==> src/rtl/abacus_tracker.sv <==
`default_nettype none
// ============================================================================
// Module      : abacus_tracker
// Description : Shared-table ACT tracker with sibling activation vectors,
//               saturating spillover and neighbour preventive-refresh requests.
// Revision    : 1.0
// ============================================================================
module abacus_tracker #(
  parameter int N_ENTRY      = 16,
  parameter int ROW_ADDR_BIT = 16,
  parameter int N_BANKS      = 16,
  parameter int CNT_W        = 10,
  parameter int THRESHOLD    = 512,
  parameter int SAV_EN       = 1
) (
  input  logic                         clk_i,
  input  logic                         rst_i,
  input  logic                         act_valid_i,
  output logic                         act_ready_o,
  input  logic [ROW_ADDR_BIT-1:0]      row_addr_i,
  input  logic [$clog2(N_BANKS)-1:0]   bank_id_i,
  input  logic                         refw_i,
  output logic                         pref_valid_o,
  input  logic                         pref_ready_i,
  output logic [ROW_ADDR_BIT-1:0]      victim_row_addr_low_o,
  output logic [ROW_ADDR_BIT-1:0]      victim_row_addr_high_o,
  output logic [$clog2(N_BANKS)-1:0]   pref_bank_o,
  output logic                         pref_all_banks_o
);

  localparam int BW = $clog2(N_BANKS);
  localparam int IW = $clog2(N_ENTRY);
  localparam logic [CNT_W-1:0]        c_threshold = CNT_W'(THRESHOLD);
  localparam logic [CNT_W-1:0]        c_spill_max = CNT_W'(THRESHOLD - 1);
  localparam logic [ROW_ADDR_BIT-1:0] c_row_max   = '1;

  logic                    r_valid [N_ENTRY];
  logic [ROW_ADDR_BIT-1:0] r_row   [N_ENTRY];
  logic [CNT_W-1:0]        r_cnt   [N_ENTRY];
  logic [N_BANKS-1:0]      r_sav   [N_ENTRY];
  logic [CNT_W-1:0]        r_spill;

  logic                    r_pref_valid;
  logic [ROW_ADDR_BIT-1:0] r_low;
  logic [ROW_ADDR_BIT-1:0] r_high;
  logic [BW-1:0]           r_bank;

  logic                    w_accept;
  logic [N_BANKS-1:0]      w_onehot;
  logic                    w_hit_any, w_free_any, w_repl_any;
  logic [IW-1:0]           w_hit_idx, w_free_idx, w_repl_idx;
  logic                    w_write, w_inc, w_trig, w_spill_inc;
  logic [IW-1:0]           w_sel_idx;
  logic [CNT_W-1:0]        w_new_cnt;
  logic [N_BANKS-1:0]      w_new_sav;

  assign act_ready_o      = !(r_pref_valid && !pref_ready_i) && !refw_i;
  assign w_accept         = act_valid_i && act_ready_o;
  assign w_onehot         = {{(N_BANKS-1){1'b0}}, 1'b1} << bank_id_i;
  assign pref_all_banks_o = (SAV_EN != 0);

  // Descending scan so the lowest matching index wins each search.
  always_comb begin
    w_hit_any  = 1'b0;
    w_hit_idx  = '0;
    w_free_any = 1'b0;
    w_free_idx = '0;
    w_repl_any = 1'b0;
    w_repl_idx = '0;
    for (int e = N_ENTRY - 1; e >= 0; e--) begin
      if (r_valid[e] && (r_row[e] == row_addr_i)) begin
        w_hit_any = 1'b1;
        w_hit_idx = IW'(e);
      end
      if (!r_valid[e]) begin
        w_free_any = 1'b1;
        w_free_idx = IW'(e);
      end
      if (r_valid[e] && (r_cnt[e] == r_spill)) begin
        w_repl_any = 1'b1;
        w_repl_idx = IW'(e);
      end
    end
  end

  always_comb begin
    w_write     = 1'b0;
    w_inc       = 1'b0;
    w_spill_inc = 1'b0;
    w_sel_idx   = w_hit_idx;
    w_new_cnt   = r_cnt[w_hit_idx];
    w_new_sav   = r_sav[w_hit_idx];
    if (w_accept) begin
      if (w_hit_any) begin
        w_write = 1'b1;
        if ((SAV_EN != 0) && !r_sav[w_hit_idx][bank_id_i]) begin
          w_new_sav = r_sav[w_hit_idx] | w_onehot;
        end else begin
          w_inc     = 1'b1;
          w_new_cnt = r_cnt[w_hit_idx] + CNT_W'(1);
          if (SAV_EN != 0) w_new_sav = w_onehot;
        end
      end else if (w_free_any || w_repl_any) begin
        w_write   = 1'b1;
        w_inc     = 1'b1;
        w_sel_idx = w_free_any ? w_free_idx : w_repl_idx;
        w_new_cnt = r_spill + CNT_W'(1);
        w_new_sav = w_onehot;
      end else begin
        w_spill_inc = 1'b1;
      end
    end
    w_trig = w_inc && (w_new_cnt == c_threshold);
    // A triggered entry falls back to the spillover floor rather than zero.
    if (w_trig) begin
      w_new_cnt = r_spill;
      w_new_sav = '0;
    end
  end

  always_ff @(posedge clk_i or negedge rst_i) begin
    if (!rst_i) begin
      for (int e = 0; e < N_ENTRY; e++) begin
        r_valid[e] <= 1'b0;
        r_row[e]   <= '0;
        r_cnt[e]   <= '0;
        r_sav[e]   <= '0;
      end
      r_spill <= '0;
    end else if (refw_i) begin
      for (int e = 0; e < N_ENTRY; e++) begin
        r_valid[e] <= 1'b0;
        r_cnt[e]   <= '0;
        r_sav[e]   <= '0;
      end
      r_spill <= '0;
    end else begin
      for (int e = 0; e < N_ENTRY; e++) begin
        if (w_write && (w_sel_idx == IW'(e))) begin
          r_valid[e] <= 1'b1;
          r_row[e]   <= row_addr_i;
          r_cnt[e]   <= w_new_cnt;
          r_sav[e]   <= w_new_sav;
        end
      end
      if (w_spill_inc && (r_spill < c_spill_max)) r_spill <= r_spill + CNT_W'(1);
    end
  end

  // A trigger only happens on an accepted ACT, which cannot coincide with a held request.
  always_ff @(posedge clk_i or negedge rst_i) begin
    if (!rst_i) begin
      r_pref_valid <= 1'b0;
      r_low        <= '0;
      r_high       <= '0;
      r_bank       <= '0;
    end else if (w_trig) begin
      r_pref_valid <= 1'b1;
      r_low        <= (row_addr_i == '0) ? '0 : row_addr_i - ROW_ADDR_BIT'(1);
      r_high       <= (row_addr_i == c_row_max) ? c_row_max : row_addr_i + ROW_ADDR_BIT'(1);
      r_bank       <= bank_id_i;
    end else if (r_pref_valid && pref_ready_i) begin
      r_pref_valid <= 1'b0;
    end
  end

  assign pref_valid_o           = r_pref_valid;
  assign victim_row_addr_low_o  = r_low;
  assign victim_row_addr_high_o = r_high;
  assign pref_bank_o            = r_bank;

endmodule
`default_nettype wire

==> config.mk <==
export PLATFORM = sky130hd
export DESIGN_NAME = abacus_tracker
export DESIGN_NICKNAME = d
export VERILOG_FILES = /design/src/rtl/abacus_tracker.sv
export SDC_FILE = /design/constraint.sdc
export NUM_CORES = 2
export LEC_CHECK = 0
export BUFFER_PORTS_ARGS = -buffer_cell sky130_fd_sc_hd__buf_2
export CAP_MARGIN = 10
export CORE_MARGIN = 1.5
export CORE_UTILIZATION = 49
export CTS_CLUSTER_SIZE = 12
export DETAILED_ROUTE_END_ITERATION = 10
export HOLD_SLACK_MARGIN = 0.05
export PLACE_DENSITY_LB_ADDON = 0.05
export SYNTH_ARGS = -nofsm -noshare
export SYNTH_HDL_FRONTEND = slang
export SYNTH_SLANG_ARGS = --single-unit
==> constraint.sdc <==
create_clock -name clk_i -period 6 [get_ports clk_i]
set_input_delay 1.2 -clock clk_i [delete_from_list [all_inputs] [get_ports clk_i]]
set_output_delay 1.2 -clock clk_i [all_outputs]
set_load 0.01 [all_outputs]
Yosys cells after proc, flatten, opt, wreduce, memory -nomap -nowiden
Index checks and enable logic that the tools add are counted.
{"block": "word_totals", "regBits": 735, "input_bits": 25, "output_inout_bits": 39, "elab_cells": 407}
{"block": "op_classes", "n_lt_le_gt_ge": 3, "n_shift": 1, "muxes": 184, "n_bitwise": 3, "eq_ne": 49, "reduce_logical": 94, "n_addsub": 4}
{"cell": "2-to-1 mux 16 bit", "n": 26}
{"cell": "== test 16 bit", "n": 16}
{"cell": "2-to-1 mux 256 bit", "n": 1}
{"cell": "2-to-1 mux 10 bit", "n": 25}
{"cell": "2-to-1 mux 4 bit", "n": 52}
{"cell": "== test 10 bit", "n": 16}
{"cell": "2-to-1 mux 160 bit", "n": 1}
{"cell": "2-to-1 mux 1 bit", "n": 76}
{"cell": "binary-select mux 16 bit (select 4 bit)", "n": 1}
{"cell": "logical AND 1 bit", "n": 54}
{"cell": "binary-select mux 10 bit (select 4 bit)", "n": 1}
{"cell": "nonzero test 2 bit", "n": 18}
{"cell": "== test 4 bit (second input constant)", "n": 8}
{"cell": "AND reduction 2 bit", "n": 16}
{"cell": "adder 10 x 1 -> 10 bit (second input constant)", "n": 2}
{"cell": "adder 16 x 1 -> 16 bit (second input constant)", "n": 1}
{"cell": "== test 16 bit (second input constant)", "n": 1}
{"cell": "== test 4 x 3 -> 1 bit (second input constant)", "n": 4}
{"cell": "logical NOT 16 bit", "n": 1}
{"cell": "bitwise OR 16 bit", "n": 1}
{"cell": "<< shifter 1 x 4 -> 16 bit (first input constant)", "n": 1}
{"cell": "subtractor 16 x 1 -> 16 bit (second input constant)", "n": 1}
{"cell": "== test 10 bit (second input constant)", "n": 1}
{"cell": "less-than comparator 10 x 9 -> 1 bit (second input constant)", "n": 1}
{"cell": "other kinds (10)", "n": 13}

Longest topological paths before layout
{"block": "depth", "depth_word": 32, "mapped_depth": 31, "depth_no_buf": 20}

Worst setup path after synthesis
Ideal clock, no wire load.
{"block": "synth_path", "path_type": "input to register", "start": "in row_addr_i[11]", "end": "reg r_bank[0], in the netlist pref_bank_o[0]", "path_slack_ps": -967, "path_buffers": 7, "required_time_ps": 5875, "setup_ps": 125, "cell_stages": 23, "arrival_time_ps": 6842, "cell_sequence": "buf_2 -> buf_2 -> xnor2_1 -> nand3_1 -> or3_1 -> nor3_1 -> a21oi_1 -> o21ai_0 -> buf_4 -> buf_2 -> mux2i_1 -> o22ai_1 -> or3b_2 -> a211oi_1 -> o22ai_2 -> or4_1 -> a31oi_2 -> and4bb_1 -> buf_4 -> buf_6 -> nand2_4 -> buf_6 -> mux2_4"}
{"block": "synth_via", "elab_chain_cells": 29, "elab_cells_between_ends": 83, "classes_between": "add/sub: 1; eq/ne: 17; mux: 47; bitwise: 1; reduce/logical: 17"}
{"element": "start: declaration", "line_no": "20", "rtl": "input logic [ROW_ADDR_BIT-1:0] row_addr_i,"}
{"element": "parallel branches: the longest is 28 deep, another holds == test 16 bit"}
{"element": "logical AND 1 bit (*)", "line_no": "113", "rtl": "w_trig = w_inc && (w_new_cnt == c_threshold);"}
{"element": "end signal: assignment", "line_no": "161", "rtl": "r_bank <= bank_id_i;"}
{"element": "end: declaration", "line_no": "46", "rtl": "logic [BW-1:0] r_bank;"}
Every way passes the cells marked *. The select of a mux whose other input is x is not followed.
A chain may end at the register's enable or synchronous reset.

Worst setup path in the final report
{"block": "layout_path", "start": "in row_addr_i[7]", "end": "reg r_cnt[80] (netlist bit)"}
{"block": "layout_via", "elab_chain_cells": 32, "elab_cells_between_ends": 94, "classes_between": "add/sub: 1; eq/ne: 18; mux: 55; bitwise: 1; reduce/logical: 19"}
{"element": "parallel branches: the longest is 32 deep, another holds == test 16 bit"}
{"element": "end signal: indexed assignment", "line_no": "142", "rtl": "r_cnt[e] <= w_new_cnt;"}
{"element": "end: declaration", "line_no": "39", "rtl": "logic [CNT_W-1:0] r_cnt [N_ENTRY];"}
Several ways; the timed one is not identified. The select of a mux whose other input is x is not followed.

==> impl_metrics.env <==
export IMPL_crit_required_ns=6.57
export IMPL_placementRows=106
export IMPL_rsz0062_at_grt="true"
export IMPL_first_pass_iters=6
export IMPL_worstSetupEndpointType="register"
export IMPL_crit_fanout=16
export IMPL_drcViolationCount=0
export IMPL_cellPowerDensity_mw_per_mm2=225
export IMPL_diodes=0
export IMPL_overflow=0
export IMPL_drt_initial_drc_count=3298
export IMPL_cts_hold_buf=0
export IMPL_cts_sinks=735
export IMPL_cts_buffers=85
export IMPL_root_buffer="clkbuf_16"
export IMPL_worstMarginPinSlew_ns=1.05
export IMPL_yosysWarnings=0
export IMPL_place_ws_ns=-1.89
export IMPL_irDropWorstVdd_v=0.000220
export IMPL_finalCriticalPeriod_ns=6.84
export IMPL_finalInstanceArea_mm2=0.0525
export IMPL_grtUsageTotal_pct=35.5
export IMPL_skew_ns=0.0451
export IMPL_io_buffers=62
export IMPL_boundaryPins=64
export IMPL_die_area_mm2=0.0857
export IMPL_whs_path_depth=2
export IMPL_regToRegSetupSlack_ns=-0.60
export IMPL_ys_async_sr_fraction_pct=100
export IMPL_crit_type="in2reg"
export IMPL_final_fill_count=6706
export IMPL_grt_pass1_vias=33801
export IMPL_die_y_um=293
export IMPL_slew_viol_final=0
export IMPL_synth_top_area_share_pct=44.7
export IMPL_avgRoutedWirePerCell_um=27.7
export IMPL_setup_violations=453
export IMPL_outcome="finished with violations"
export IMPL_fin_ws_ns=-0.843
export IMPL_reg2reg_from="r_row[23]"
export IMPL_hold_end="r_row[37]"
export IMPL_htreeDepth=3
export IMPL_cts_tree="built"
export IMPL_timing_hold_violations_final=0
export IMPL_core_mm2=0.0834
export IMPL_die_w_um=293
export IMPL_cp_start_kind="primary input"
export IMPL_area_growth_syn_to_layout_pct=27.7
export IMPL_min_period_over_period_pct=114
export IMPL_synth_area_per_cell_um2=10.6
export IMPL_ys_types=98
export IMPL_violations="negative setup slack"
export IMPL_nNetsFinal=4441
export IMPL_hp_class="reg2reg"
export IMPL_layout_drive_gt1_share_pct=37.8
export IMPL_min_from="r_row[37]"
export IMPL_cpPeakStageDelay_ns=0.57
export IMPL_cp_common_cell="buf_12"
export IMPL_drt_antenna_violating_nets=0
export IMPL_synth_nets=3892
export IMPL_synth_edff_count=0
export IMPL_routed_via_density=6.10
export IMPL_max_cap_viol_count=0
export IMPL_fmax_mhz=146
export IMPL_via_count=33925
export IMPL_synthFlopType="dfrtp_1"
export IMPL_cp_slowest_cell="or4_4"
export IMPL_antenna_found_initial=0
export IMPL_synth_area_leaders="dfrtp_1, mux2_2, xnor2_1"
export IMPL_cts_buffer_depth=3
export IMPL_rr_endpoint="r_cnt[80]"
export IMPL_routed_wl_um=154000
export IMPL_place_congestion=0.980
export IMPL_slew_headroom_pct=29.9
export IMPL_total_leakage_power_nw=23.9
export IMPL_grt_max_degree=129
export IMPL_dpl_hpwl_um=110000
export IMPL_yosysTopAreaCell="dfrtp_1"
export IMPL_syn_inst=3863
export IMPL_arrival_ns=7.41
export IMPL_grt_pass1_wl_um=226000
export IMPL_yosys_register_bits=735
export IMPL_initial_core_util_pct=49.3
export IMPL_synth_area_mm2=0.0411
export IMPL_cts_clk_slew_worst_paths_ns=0.06
export IMPL_r2r_cells=25
export IMPL_yosysSeqAreaShare_pct=44.7
export IMPL_placed_area_mm2=0.0482
export IMPL_insertion_delay_ns=0.68
[layer usage]
layer	vias up	GRT usage, %	share of wire (%)
li1	14852	-	-
met1	17378	50.3	44
met2	1359	55.8	46
met3	336	4.43	6.3
met4	0	13.1	4.1
met5	-	0	0
[worst max-delay path: cells and delay by family]
kind,cells,cell delay [ns]
multiplexers,2,0.35
XOR/XNOR,1,0.15
AND/OR/NAND/NOR,5,1.81
buffers and inverters,8,1.42
AO/OA/AOI/OAI,10,2.43
[stage by stage]
stage / hold WS, ns / util (%) / setup TNS [ns] / power, W / cells
6_report: 0.489 / 63.0 / -339.56 / 0.0118 / 5559
5_1_grt: 0.508 / 63.0 / -347.17 / 0.0122 / 5559
4_1_cts: 0.490 / 61.9 / -236.68 / 0.0119 / 5532
3_5_place_dp: 0.477 / 57.7 / -775.32 / 0.00638 / 5358
3_3_place_gp: 0.467 / 57.7 / -756.84 / 0.00636 / 5358
2_1_floorplan: 0.458 / - / -177.95 / 0.00579 / 3863
[cells by family (layout without fill, tap and decap cells)]
group / Yosys count / after routing / synth area share [%]
xor+xnor: 457 / 457 / 9.73
compound gates: 470 / 470 / 8.84
other cells: 1 / 1 / 0.00912
mux: 698 / 698 / 18.7
fa+ha+maj: 4 / 4 / 0.122
buf+inv: 319 / 934 / 3.68
flops: 735 / 735 / 44.7
simple gates: 1179 / 1180 / 14.1
[state kept, by name (all words and copies together) (netlist names)]
register	cells
pref_valid_o	1
r_valid	16
victim_row_addr_low_o	16
r_cnt	160
r_row	256
victim_row_addr_high_o	16
pref_bank_o	4
r_sav	256
r_spill	10
[report_power, final]
| part | leakage (nW) | total, W | switching [W] | internal (W) |
|---|---|---|---|---|
| sequential | 10.2 | 0.00513 | 0.0000678 | 0.00506 |
| combinational | 12.3 | 0.00123 | 0.000720 | 0.000514 |
| clock | 1.45 | 0.00548 | 0.00224 | 0.00324 |
[worst max-delay path by stage]
stage | from | to | slack [ns] | cells past startpoint
finish | row_addr_i[7] | r_cnt[80] | -0.84 | 26
global route | row_addr_i[7] | r_cnt[102] | -0.86 | 27
CTS | row_addr_i[3] | r_sav[215] | -0.65 | 27
detailed placement | row_addr_i[10] | r_sav[72] | -1.89 | 25
global placement | row_addr_i[10] | victim_row_addr_low_o[6] | -1.74 | 25
floorplan | row_addr_i[7] | victim_row_addr_low_o[10] | -0.51 | 22
[cell usage in the layout (no fill, tap or decap), types with 22 or more instances in the layout]
master	instances
dfrtp_1	734
buf_4	548
mux2_2	480
nand2_1	345
xnor2_1	286
nor2_1	272
mux2i_1	184
xor2_1	153
buf_12	116
nand3_1	99
nand4_1	97
clkbuf_16	91
a211oi_2	81
a21oi_1	57
o21ai_0	50
buf_2	49
a211oi_1	41
nor4_1	40
nor3_1	38
nand2b_1	36
inv_1	32
and3_1	28
or4_1	27
nor2_2	27
a22oi_1	22
[final cells by class]
type	instances	area [um2]	area share, %
clock inverters	33	489	0.931
repair buffers	748	7180	13.7
multi-input cells	2810	22500	42.9
clock buffers	121	2470	4.71
inverters	32	120	0.229
flip-flops and latches	735	18400	35.0
well taps	1080	1350	2.57
[synth_stat cells, types with 19 or more instances]
library cell,n
dfrtp_1,735
mux2_2,487
nand2_1,347
nor2_1,306
xnor2_1,300
mux2i_1,188
xor2_1,157
clkbuf_1,148
a211oi_1,123
nand3_1,101
nand4_1,97
buf_2,84
a21oi_1,69
o21ai_0,55
nor3_1,49
nor4_1,48
nand2b_1,37
or4_1,36
inv_1,32
and3_1,28
a22oi_1,25
buf_4,23
or3_1,22
o211ai_1,19
[timing repair]
| item | in CTS | in global routing |
|---|---|---|
| setup buffers | 18 | 23 |
| endpoints found under the hold margin | 0 | 0 |
| pin swaps | 16 | 34 |
| setup endpoints to repair | 453 | 453 |
| gates cloned | 2 | 5 |
| resized for setup | 54 | 120 |
Power figures use the tool's default switching activity.
